**src/rtl/ttc_pkg.sv**
```systemverilog
// ttc_pkg: shared types and constants for the TTC lock/resync controller.
//   state_e            - controller states (RESET_DEC/SEARCH/CHECK/LOCKED)
//   STATE_W            - width of the debug state bus
//   WORD_W             - decoder word width
//   SYNC_WORD_DEFAULT  - default word-alignment pattern
//   sat_inc8()         - saturating 8-bit increment
package ttc_pkg;

    localparam int unsigned STATE_W = 2;
    localparam int unsigned WORD_W  = 16;

    localparam logic [WORD_W-1:0] SYNC_WORD_DEFAULT = 16'h817E;

    typedef enum logic [STATE_W-1:0] {
        RESET_DEC = 2'd0,
        SEARCH    = 2'd1,
        CHECK     = 2'd2,
        LOCKED    = 2'd3
    } state_e;

    // Increment that sticks at all-ones
    function automatic logic [7:0] sat_inc8(input logic [7:0] v);
        return (v == 8'hFF) ? v : v + 8'd1;
    endfunction

endpackage

```
**src/rtl/ttc_lock_ctrl_if.sv**
```systemverilog
// ttc_lock_ctrl_if: word stream between the TTC decoder, the lock controller
// and the command layer.
//   valid_in / data_in     - decoder word strobe and word (decoder -> controller)
//   word_valid / word_data - forwarded words (controller -> command layer)
// master: the side that drives decoder words and receives forwarded words.
// slave : the lock controller.
interface ttc_lock_ctrl_if;
    import ttc_pkg::*;

    logic              valid_in;
    logic [WORD_W-1:0] data_in;
    logic              word_valid;
    logic [WORD_W-1:0] word_data;

    modport master (
        output valid_in,
        output data_in,
        input  word_valid,
        input  word_data
    );

    modport slave (
        input  valid_in,
        input  data_in,
        output word_valid,
        output word_data
    );

endinterface

```
**src/rtl/ttc_word_spacing.sv**
```systemverilog
// ttc_word_spacing: checks the spacing of decoder word strobes.
//   clk160    - clock
//   rst       - synchronous active-high reset
//   restart   - hold the checker in its initial state (driven in RESET_DEC)
//   valid     - decoder word strobe
//   misspaced - strobe arrived earlier or later than WORD_PERIOD cycles after
//               the previous reference point (never for the first strobe)
//   timeout   - 2*WORD_PERIOD cycles passed with no strobe
// misspaced/timeout are combinational pulses aligned with the current strobe.
module ttc_word_spacing #(
    parameter int unsigned WORD_PERIOD = 8
) (
    input  logic clk160,
    input  logic rst,
    input  logic restart,
    input  logic valid,
    output logic misspaced,
    output logic timeout
);

    localparam int unsigned CNT_W = $clog2(2 * WORD_PERIOD + 1);
    localparam logic [CNT_W-1:0] CNT_PERIOD  = CNT_W'(WORD_PERIOD);
    localparam logic [CNT_W-1:0] CNT_TIMEOUT = CNT_W'(2 * WORD_PERIOD);

    // cnt = cycles elapsed since the last strobe (or last timeout)
    logic [CNT_W-1:0] cnt;
    logic             first;

    always_comb begin
        misspaced = valid && !restart && !first && (cnt != CNT_PERIOD);
        timeout   = !valid && !restart && (cnt == CNT_TIMEOUT);
    end

    // A timeout re-arms the counter as if a strobe had just been seen
    always_ff @(posedge clk160) begin
        if (rst || restart) begin
            cnt   <= '0;
            first <= 1'b1;
        end else if (valid) begin
            cnt   <= CNT_W'(1);
            first <= 1'b0;
        end else if (timeout) begin
            cnt   <= CNT_W'(1);
        end else begin
            cnt   <= cnt + CNT_W'(1);
        end
    end

endmodule

```
**src/rtl/ttc_lock_ctrl.sv**
```systemverilog
// ttc_lock_ctrl: lock and resynchronisation controller for the TTC decoder.
//   clk160        - sole clock
//   rst           - synchronous active-high reset
//   bus (slave)   - valid_in/data_in from the decoder, word_valid/word_data
//                   to the command layer (forwarded only while locked)
//   dec_rst       - decoder reset pulse, RST_CYCLES long
//   locked        - high in LOCKED
//   lock_loss_cnt - LOCKED->RESET_DEC transitions, saturating at 255
//   state         - current FSM state (debug)
// Build option: define TTC_LOCK_SYNC_FILTER_EN to drop sync words from the
// forwarded stream; by default every accepted word is forwarded.
module ttc_lock_ctrl
    import ttc_pkg::*;
#(
    parameter logic [WORD_W-1:0] SYNC_WORD      = SYNC_WORD_DEFAULT,
    parameter int unsigned       WORD_PERIOD    = 8,
    parameter int unsigned       LOCK_COUNT     = 32,
    parameter int unsigned       UNLOCK_COUNT   = 4,
    parameter int unsigned       SYNC_GAP_MAX   = 64,
    parameter int unsigned       SEARCH_TIMEOUT = 4096,
    parameter int unsigned       RST_CYCLES     = 16
) (
    input  logic               clk160,
    input  logic               rst,
    ttc_lock_ctrl_if.slave     bus,
    output logic               dec_rst,
    output logic               locked,
    output logic [7:0]         lock_loss_cnt,
    output logic [STATE_W-1:0] state
);

    localparam int unsigned GOOD_W  = 8;
    localparam int unsigned ERR_W   = 4;
    localparam int unsigned GAP_W   = 8;
    localparam int unsigned DWELL_W = 16;
    localparam int unsigned RSTC_W  = 8;

    localparam logic [STATE_W-1:0] S_RESET_DEC = STATE_W'(RESET_DEC);
    localparam logic [STATE_W-1:0] S_SEARCH    = STATE_W'(SEARCH);
    localparam logic [STATE_W-1:0] S_CHECK     = STATE_W'(CHECK);
    localparam logic [STATE_W-1:0] S_LOCKED    = STATE_W'(LOCKED);

    logic [STATE_W-1:0] state_nxt;
    logic [RSTC_W-1:0]  rst_cnt,   rst_cnt_nxt;
    logic [DWELL_W-1:0] dwell_cnt, dwell_nxt;
    logic [GOOD_W-1:0]  good_cnt,  good_nxt;
    logic [ERR_W-1:0]   err_cnt,   err_nxt;
    logic [GAP_W-1:0]   gap_cnt,   gap_nxt;
    logic [7:0]         loss_nxt;

    logic [DWELL_W-1:0] dwell_inc;
    logic [GOOD_W-1:0]  good_inc;
    logic [ERR_W-1:0]   err_inc;
    logic [GAP_W-1:0]   gap_inc;
    logic               dwell_done;
    logic               lock_done;
    logic               is_sync;
    logic               good_sync;
    logic               gap_ovf;
    logic               lock_err;
    logic               fwd;

    logic               misspaced;
    logic               timeout;

    // Strobe spacing checker, held idle while the decoder is in reset
    ttc_word_spacing #(
        .WORD_PERIOD (WORD_PERIOD)
    ) u_spacing (
        .clk160    (clk160),
        .rst       (rst),
        .restart   (state == S_RESET_DEC),
        .valid     (bus.valid_in),
        .misspaced (misspaced),
        .timeout   (timeout)
    );

    // Next-state and counter logic
    always_comb begin
        state_nxt   = state;
        rst_cnt_nxt = rst_cnt;
        dwell_nxt   = dwell_cnt;
        good_nxt    = good_cnt;
        err_nxt     = err_cnt;
        gap_nxt     = gap_cnt;
        loss_nxt    = lock_loss_cnt;
        gap_ovf     = 1'b0;
        lock_err    = 1'b0;
        fwd         = 1'b0;

        is_sync    = (bus.data_in == SYNC_WORD);
        good_sync  = bus.valid_in && is_sync && !misspaced;
        dwell_inc  = dwell_cnt + DWELL_W'(1);
        dwell_done = (dwell_inc == DWELL_W'(SEARCH_TIMEOUT));
        good_inc   = good_cnt + GOOD_W'(1);
        lock_done  = good_sync && (good_inc == GOOD_W'(LOCK_COUNT));
        err_inc    = err_cnt + ERR_W'(1);
        gap_inc    = gap_cnt + GAP_W'(1);

        case (state)
            S_RESET_DEC: begin
                rst_cnt_nxt = rst_cnt + RSTC_W'(1);
                if (rst_cnt == RSTC_W'(RST_CYCLES - 1)) begin
                    state_nxt   = S_SEARCH;
                    rst_cnt_nxt = '0;
                end
            end

            // Completing lock wins over the dwell timeout in the same cycle
            S_SEARCH: begin
                dwell_nxt = dwell_inc;
                if (lock_done) begin
                    state_nxt = S_LOCKED;
                    good_nxt  = good_inc;
                end else if (dwell_done) begin
                    state_nxt = S_RESET_DEC;
                end else if (good_sync) begin
                    state_nxt = S_CHECK;
                    good_nxt  = good_inc;
                end
            end

            S_CHECK: begin
                dwell_nxt = dwell_inc;
                if (lock_done) begin
                    state_nxt = S_LOCKED;
                    good_nxt  = good_inc;
                end else if (dwell_done) begin
                    state_nxt = S_RESET_DEC;
                end else if (misspaced || timeout) begin
                    state_nxt = S_SEARCH;
                    good_nxt  = '0;
                end else if (good_sync) begin
                    good_nxt  = good_inc;
                end
            end

            S_LOCKED: begin
                // Every non-sync-qualified word advances the gap counter
                if (good_sync) begin
                    err_nxt = '0;
                    gap_nxt = '0;
                end else if (bus.valid_in) begin
                    if (gap_inc == GAP_W'(SYNC_GAP_MAX)) begin
                        gap_ovf = 1'b1;
                        gap_nxt = '0;
                    end else begin
                        gap_nxt = gap_inc;
                    end
                end

                // Coincident error sources count once
                lock_err = misspaced || timeout || gap_ovf;
                if (lock_err) begin
                    if (err_inc == ERR_W'(UNLOCK_COUNT)) begin
                        state_nxt = S_RESET_DEC;
                        loss_nxt  = sat_inc8(lock_loss_cnt);
                    end else begin
                        err_nxt = err_inc;
                    end
                end

`ifdef TTC_LOCK_SYNC_FILTER_EN
                fwd = bus.valid_in && !misspaced && !is_sync && (state_nxt == S_LOCKED);
`else
                fwd = bus.valid_in && !misspaced && (state_nxt == S_LOCKED);
`endif
            end

            default: begin
                state_nxt = S_RESET_DEC;
            end
        endcase

        // Entering RESET_DEC starts every counter from zero
        if ((state_nxt == S_RESET_DEC) && (state != S_RESET_DEC)) begin
            rst_cnt_nxt = '0;
            dwell_nxt   = '0;
            good_nxt    = '0;
            err_nxt     = '0;
            gap_nxt     = '0;
        end
    end

    // State, counters and registered outputs
    always_ff @(posedge clk160) begin
        if (rst) begin
            state          <= S_RESET_DEC;
            rst_cnt        <= '0;
            dwell_cnt      <= '0;
            good_cnt       <= '0;
            err_cnt        <= '0;
            gap_cnt        <= '0;
            dec_rst        <= 1'b1;
            locked         <= 1'b0;
            lock_loss_cnt  <= '0;
            bus.word_valid <= 1'b0;
            bus.word_data  <= '0;
        end else begin
            state          <= state_nxt;
            rst_cnt        <= rst_cnt_nxt;
            dwell_cnt      <= dwell_nxt;
            good_cnt       <= good_nxt;
            err_cnt        <= err_nxt;
            gap_cnt        <= gap_nxt;
            dec_rst        <= (state_nxt == S_RESET_DEC);
            locked         <= (state_nxt == S_LOCKED);
            lock_loss_cnt  <= loss_nxt;
            bus.word_valid <= fwd;
            if (fwd) begin
                bus.word_data <= bus.data_in;
            end
        end
    end

endmodule

```
**src/flat_wrapper.sv**
```systemverilog
// flat-port wrapper written by rule: the top's interface ports become plain ports
module ttc_lock_ctrl_flat import ttc_pkg::*;
#(
    parameter logic [WORD_W-1:0] SYNC_WORD      = SYNC_WORD_DEFAULT,
    parameter int unsigned       WORD_PERIOD    = 8,
    parameter int unsigned       LOCK_COUNT     = 32,
    parameter int unsigned       UNLOCK_COUNT   = 4,
    parameter int unsigned       SYNC_GAP_MAX   = 64,
    parameter int unsigned       SEARCH_TIMEOUT = 4096,
    parameter int unsigned       RST_CYCLES     = 16
)
  (clk160, rst, dec_rst, locked, lock_loss_cnt, state, bus_valid_in, bus_data_in, bus_word_valid, bus_word_data);
  ttc_lock_ctrl_if bus_i ();
  input  logic clk160;
  input  logic rst;
  output logic dec_rst;
  output logic locked;
  output logic [7:0] lock_loss_cnt;
  output logic [STATE_W-1:0] state;
  input wire logic [$bits(bus_i.valid_in)-1:0] bus_valid_in;
  input wire logic [$bits(bus_i.data_in)-1:0] bus_data_in;
  output wire logic [$bits(bus_i.word_valid)-1:0] bus_word_valid;
  output wire logic [$bits(bus_i.word_data)-1:0] bus_word_data;
  assign bus_i.valid_in = bus_valid_in;
  assign bus_i.data_in = bus_data_in;
  assign bus_word_valid = bus_i.word_valid;
  assign bus_word_data = bus_i.word_data;
  ttc_lock_ctrl #(.SYNC_WORD(SYNC_WORD), .WORD_PERIOD(WORD_PERIOD), .LOCK_COUNT(LOCK_COUNT), .UNLOCK_COUNT(UNLOCK_COUNT), .SYNC_GAP_MAX(SYNC_GAP_MAX), .SEARCH_TIMEOUT(SEARCH_TIMEOUT), .RST_CYCLES(RST_CYCLES)) u_core (.clk160(clk160), .rst(rst), .bus(bus_i), .dec_rst(dec_rst), .locked(locked), .lock_loss_cnt(lock_loss_cnt), .state(state));
endmodule
```
**config.mk**
```make
export PLATFORM = sky130hd
export DESIGN_NAME = ttc_lock_ctrl_flat
export DESIGN_NICKNAME = d
export VERILOG_FILES = /design/src/rtl/ttc_pkg.sv /design/src/rtl/ttc_lock_ctrl_if.sv /design/src/rtl/ttc_word_spacing.sv /design/src/rtl/ttc_lock_ctrl.sv /design/src/flat_wrapper.sv
export SDC_FILE = /design/constraint.sdc
export NUM_CORES = 1
export LEC_CHECK = 0
export CAP_MARGIN = 25
export CORE_ASPECT_RATIO = 0.7
export CORE_MARGIN = 2
export CORE_UTILIZATION = 25
export CTS_BUF_LIST = sky130_fd_sc_hd__clkbuf_2 sky130_fd_sc_hd__clkbuf_4 sky130_fd_sc_hd__clkbuf_8
export CTS_CLUSTER_SIZE = 28
export DETAILED_ROUTE_END_ITERATION = 12
export SLEW_MARGIN = 10
export SYNTH_ARGS = -nofsm -noshare
export SYNTH_HDL_FRONTEND = slang
export SYNTH_HIERARCHICAL = 1
export SYNTH_SLANG_ARGS = --single-unit
export TNS_END_PERCENT = 50
```
**constraint.sdc**
```tcl
create_clock -name clk160 -period 3.2 [get_ports clk160]
set_input_delay 0.64 -clock clk160 [delete_from_list [all_inputs] [get_ports clk160]]
set_output_delay 0.64 -clock clk160 [all_outputs]
set_load 0.005 [all_outputs]
```
==> metrics.txt <==
commonest cells after routing, fill and taps aside dfxtp_1 (79), nor2_1 (72), clkdlybuf4s50_1 (47), nand2_1 (31), xor2_1 (29); post-route clock period utilization 0.980; Synth async-reset ratio 0; PD cells 382 nW/um^2; die span in y 112 um; CP Max Fanout 12; Hold Slack 0.476 ns; Post-synth EDFFs 0; clk buf depth 2; sequential share of the synthesized area 0.383; Clk Latency, worst-skew pair 0.36 ns; Vias 3,570; Lkg Pwr 1.81 nW; CP arrival 3.38 ns; WL/cell 12.6 um; met3 WL 384 um; fin cells 765; H-Tree Level Count 3; YS warnings 6; Reg clk slew, reported paths 0.08 ns; Setup TNS Final 0 ns; Register Area 1580 sq um; Core Area 16,200 sq um; Placed Cells 746; Startpoint Class primary input; peak supply drop 0.227 mV; multi-input logic area 2370 sq um; Final Cell Area 5240 sq um; fmax 319 MHz; DRT Pass-1 Iters 5; Max Cap Viol 0; wire length on met2 4260 um; largest net degree at the start of global routing 25; Worst slew margin 0.674; DIE AREA 17,600 sq um; Port Buf Inserts 47; remaining global-route overflow 0; CP startpoint bus_valid_in; DRT met1 WL 4870 um; Finished Core Util 0.323; CTS buffer count 9; Netlist Area Pre-Place 4130 sq um; #FFs+latches synth 79; initial DRC count 200; initial antenna violation count 0; synthesis-to-finish area growth 26.9%; Post-DRT Antenna Nets 0; routability cong. 0.870; CTS Root Cell clkbuf_8; vias in the first global route 3,354; Post-DP Area 4940 sq um; CTS sink cnt 79; ratio of cells with drive above 1 in the final layout 0.139; status finished, final reports clean; Slew Limit Fails 0; diodes inserted 0; Tightest Hold Check Type flip-flop to flip-flop; Detail Placement HPWL 6980 um; Final Critical Period 3.14 ns; Syn Nets 505; Syn Inst Count 473; Fillers 1,665; first-pass GRT wire length 16,100 um; commonest non-fill, non-tap cell in the layout dfxtp_1; pre-CTS worst setup slack -0.363 ns; io pins 48; Worst Skew 0.0107 ns; Worst-Margin Slew 0.485 ns; Initial Util 0.254; total power draw 2.00 mW; Hold Crit Start u_core/u_spacing/first; GRT Overall Usage 0.112; Setup CP Type primary input to flip-flop; drt total wl 9670 um; Unique masters post-synth 59; Final Setup Violations 0; crit end category flip-flop; Top Metal Used met4; CTS tree yes; RR Startpoint u_core/u_spacing/cnt[0]; setup ws final 0.0642 ns; Final Hold Viols 0; Most used DFF post-synth dfxtp_1; Rows 39; Syn Area/Cell 8.73 sq um; DRC Markers 0; fin nets 567; Critical Path RT 3.45 ns; via-per-instance ratio 4.67; die width 158 um
worst max-delay path, cell delays in order:
cell	delay, ns
clkdlybuf4s50_1	0.43
inv_1	0.14
nor4_1	0.10
or4_4	0.43
or3_4	0.43
a31oi_1	0.18
nor2_1	0.06
a2111o_1	0.42
o21bai_4	0.18
buf_12	0.14
buf_8	0.15
nor2_1	0.06
state kept, by name, summed over array words and instances (netlist names), named ones only:
| signal | cells |
|---|---|
| u_core/bus.word_data | 16 |
| u_core/bus.word_valid | 1 |
| u_core/dec_rst | 1 |
| u_core/dwell_cnt | 16 |
| u_core/err_cnt | 4 |
| u_core/gap_cnt | 8 |
| u_core/good_cnt | 6 |
| u_core/lock_loss_cnt | 8 |
| u_core/locked | 1 |
| u_core/rst_cnt | 8 |
| u_core/state | 2 |
| u_core/u_spacing/cnt | 5 |
| u_core/u_spacing/first | 1 |
Yosys cell counts, types with 2 or more instances:
cell type / n / area [sq um]
nor4_1: 6 / 37.5
and4_1: 4 / 35.0
and3_1: 9 / 56.3
a211o_1: 4 / 35.0
ha_1: 13 / 163
a21oi_2: 8 / 70.1
a21oi_1: 6 / 30.0
buf_6: 6 / 67.6
a311oi_1: 2 / 17.5
o21ai_0: 13 / 65.1
nor3_1: 10 / 50.1
o21a_1: 2 / 15.0
xor2_1: 29 / 254
a31oi_1: 7 / 43.8
nand3_1: 23 / 115
nor2_2: 11 / 68.8
or4_1: 2 / 15.0
buf_2: 3 / 15.0
mux2i_1: 20 / 200
and2_1: 5 / 31.3
clkbuf_1: 10 / 37.5
dfxtp_1: 79 / 1580
or3b_1: 2 / 17.5
or3_1: 5 / 31.3
or3b_2: 2 / 17.5
a311o_1: 2 / 20.0
inv_1: 12 / 45.0
nand4_1: 19 / 119
a22o_1: 2 / 17.5
buf_4: 2 / 15.0
nand4b_1: 3 / 26.3
nor3b_1: 3 / 22.5
o211ai_1: 3 / 22.5
nor2b_1: 4 / 25.0
xnor2_1: 10 / 87.6
a22oi_1: 6 / 45.0
a2111o_1: 2 / 22.5
nor2_1: 73 / 274
nand2_1: 31 / 116
kinds of logic (layout without fill, tap and decap cells):
group,count (synthesis),after routing,share of synthesized area
DFF,79,79,0.383
adders and majority gates,13,13,0.0394
and+or+nand+nor,222,222,0.278
buffers and inverters,35,102,0.0457
muxes,20,20,0.0485
xor gates and xnor gates,39,39,0.0827
AOI/OAI and AO/OA,65,65,0.122
final timing paths:
kind                                               end  slack, ns  cells past startpoint
worst max-delay path                 u_core/err_cnt[1]       0.06                     12
worst max register to register       u_core/err_cnt[1]       0.13                     13
worst min register to register  u_core/u_spacing/first       0.48                      1
worst min-delay path            u_core/u_spacing/first       0.48                      1
cell type report:
cell class                      count  share of cell area
Tap cell                          225              0.0537
Clock buffer                       11              0.0265
Inverter                           12             0.00859
Clock inverter                      5              0.0158
Timing Repair Buffer               74               0.142
Sequential cell                    79               0.302
Multi-Input combinational cell    359               0.452
power by group:
| part | switching [mW] | internal (mW) | total, mW |
|---|---|---|---|
| sequential | 0.0145 | 0.994 | 1.01 |
| clock | 0.368 | 0.458 | 0.826 |
| combinational | 0.0846 | 0.0816 | 0.166 |
| total | 0.467 | 1.53 | 2.00 |
repair_timing:
action | CTS | global route
hold buffers | 0 | 0
resized for setup | 0 | 6
buffers inserted | 0 | 1
setup endpoints to repair | 0 | 43
metal layers:
layer,GRT usage,vias up
li1,-,1798
met1,0.158,1681
met2,0.165,77
met3,0.0226,14
met4,0.0436,0
met5,0,-
(Power assumes the default switching activity.)
==> patch (same settings) <==
`WORD_W`: 16 -> 18.
--- a/src/rtl/ttc_pkg.sv
+++ b/src/rtl/ttc_pkg.sv
@@ -7,7 +7,7 @@
 package ttc_pkg;
 
     localparam int unsigned STATE_W = 2;
-    localparam int unsigned WORD_W  = 16;
+    localparam int unsigned WORD_W  = 18;
 
     localparam logic [WORD_W-1:0] SYNC_WORD_DEFAULT = 16'h817E;
 
Interface: changed (resized bus_data_in and bus_word_data); port bits go from 48 to 52. The function was not compared with the original's and may differ.
==> patch against the unedited design <==
Routed wire length up 9.4%. Sequential share of layout area down 1.4 points. Highest routed layer unchanged. Design area up 7.4%. Setup slack better by 0.19 ns. Clock skew down 0.0018 ns. Final cell count up 7.3%. Synthesized area up 6.1%. First-iteration DRC count up 38%. Critical path depth down 2. Sequential cell count up 2. Synthesized cell count up 7.0%. Global-route usage up 0.64 points.
Power is not compared: it rests on default switching activity, and its combinational part moved more than twofold at a synthesized area within 25%.
==> patch: results (changes against the unedited design) <==
Synth
  • Compound-gate portion of the synthesized area: 0.156 (was 0.122)
  • Register area share after synthesis: 0.370 (was 0.383)
  • Syn Nets: 540 (was 505)
  • Synth Area in XOR/XNOR: 0.0620 (was 0.0827)
  • Post-synthesis cell type count: 64 (was 59)
  • Mux contribution to synthesized area: 0.0528 (was 0.0485)
  • Area contributors post-synth: dfxtp_1 (37%), nor2_1 (5.4%), mux2i_1 (5.0%) (was dfxtp_1 (38%), nor2_1 (6.6%), xor2_1 (6.1%))
  • Synth top cells by count: dfxtp_1 (81), nor2_1 (63), nand2_1 (32) (was dfxtp_1 (79), nor2_1 (73), nand2_1 (31))
  • Adder-cell share of the synthesized area: 0.0371 (was 0.0394)

Setup path
  • Crit Path Max Fanout: 16 (was 12)
  • Crit path from: bus_data_in[11] (was bus_valid_in)
  • Reg2Reg Setup Slack: 0.33 ns (was 0.13 ns)
  • CP peak stage delay: 0.46 ns (was 0.43 ns)
  • R2r worst-path depth: 10 (was 13)
  • CP Capture Type: flip-flop (unchanged)
  • Critical path arrival: 3.19 ns (was 3.38 ns)
  • Reg2Reg Launch Point: u_core/gap_cnt[0]$_SDFFE_PP0P_ (was u_core/u_spacing/cnt[0]$_SDFF_PP0_)
  • Reg2reg end: u_core/err_cnt[0]$_SDFFE_PP0P_ (was u_core/err_cnt[1]$_SDFFE_PP0P_)

Global routing
  • Number of global-route vias before repair: 3555 (was 3354)
  • Total track usage: 0.118 (was 0.112)
  • Largest net degree at the start of global routing: 31 (was 25)

Placed design
  • RD Place Congestion: 0.776 (was 0.870)
  • DP Wirelength: 7690 µm (was 6980 µm)
  • Cell Area, Placed: 0.00538 mm² (was 0.00494 mm²)
  • Worst slack, placed: -0.145 ns (was -0.363 ns)
  • Port Buffers: 51 (was 47)

Layout
  • Nets: 619 (was 567)
  • Fill cell count: 1780 (was 1665)
  • Share of layout cells above drive strength 1: 0.168 (was 0.139)
  • Largest registers: u_core/bus.word_data: 18 flops, u_core/dwell_cnt: 16 flops (was u_core/bus.word_data: 16 flops, u_core/dwell_cnt: 16 flops)

Timing
  • Worst Skew: 0.00882 ns (was 0.0107 ns)
  • Slew headroom: 0.727 (was 0.674)

Drt
  • Initial DRC count: 276 (was 200)
  • Vias: 3867 (was 3570)
  • WL final: 10600 µm (was 9670 µm)

CTS
  • Clock Tree Buf Depth: 2 (unchanged)

Run status
  • Status: finished, final reports clean (unchanged)
patch: timing repair:
action	in CTS	in global routing
setup endpoints to repair	0	3
resized for setup	0	2
setup buffers	0	0
patch: how the worst min path moves through the flow:
stage | endpoint | start | cells past startpoint | slack [ns]
detailed placement | u_core/u_spacing/first$_SDFFE_PP1P_ | u_core/u_spacing/first$_SDFFE_PP1P_ | 1 | 0.46
floorplan | u_core/u_spacing/first$_SDFFE_PP1P_ | u_core/u_spacing/first$_SDFFE_PP1P_ | 1 | 0.44
CTS | u_core/u_spacing/first$_SDFFE_PP1P_ | u_core/u_spacing/first$_SDFFE_PP1P_ | 1 | 0.48
global placement | u_core/u_spacing/first$_SDFFE_PP1P_ | u_core/u_spacing/first$_SDFFE_PP1P_ | 1 | 0.45
global route | u_core/bus.word_data[0]$_SDFFE_PP0P_ | u_core/bus.word_data[0]$_SDFFE_PP0P_ | 2 | 0.53
finish | u_core/bus.word_data[8]$_SDFFE_PP0P_ | u_core/bus.word_data[8]$_SDFFE_PP0P_ | 2 | 0.50
patch: power by group through the flow:
| stage | Combinational, µW | Clock (µW) | Sequential [µW] |
|---|---|---|---|
| after floorplan | 428 | 0 | 1110 |
| after global placement | 698 | 0 | 1110 |
| after detailed placement | 697 | 0 | 1110 |
| after CTS | 700 | 942 | 1090 |
| after global routing | 771 | 984 | 1100 |
| final | 701 | 910 | 1090 |
patch: worst max-delay path: cells and delay by family:
family          cells  cell delay, ns
buf+inv             3            0.97
compound gates      4            0.91
simple gates        3            0.65
patch: kinds of logic (layout without fill, tap and decap cells):
family / count (synthesis) / after routing
compound gates: 93 / 93
xor+xnor: 31 / 31
fa+ha+maj: 13 / 13
buf+inv: 33 / 117
flops: 81 / 81
mux: 23 / 23
simple gates: 232 / 232
patch: per-layer routing:
metal	up-vias	global-route usage	part of all wire
li1	1995	-	-
met1	1771	0.181	0.56
met2	93	0.153	0.37
met3	8	0.0404	0.062
met4	0	0.0301	0.0086
met5	-	0	0
patch: cell type report:
type | instances | share of cell area
multi-input cells | 392 | 0.464
flip-flops and latches | 81 | 0.288
repair buffers | 89 | 0.146
well taps | 231 | 0.0513
clock buffers | 9 | 0.0220
clock inverters | 7 | 0.0207
inverters | 12 | 0.00800
patch: stage by stage:
stage | total power, µW | hold slack (ns) | setup TNS, ns | utilization | instances
after global placement | 1810 | 0.452 | -1.96 | 0.313 | 805
after CTS | 2730 | 0.483 | 0 | 0.327 | 821
after detailed placement | 1810 | 0.458 | -3.02 | 0.313 | 805
final | 2700 | 0.499 | 0 | 0.328 | 821
after global routing | 2860 | 0.527 | 0 | 0.328 | 821
after floorplan | 1540 | 0.436 | 0 | - | 506
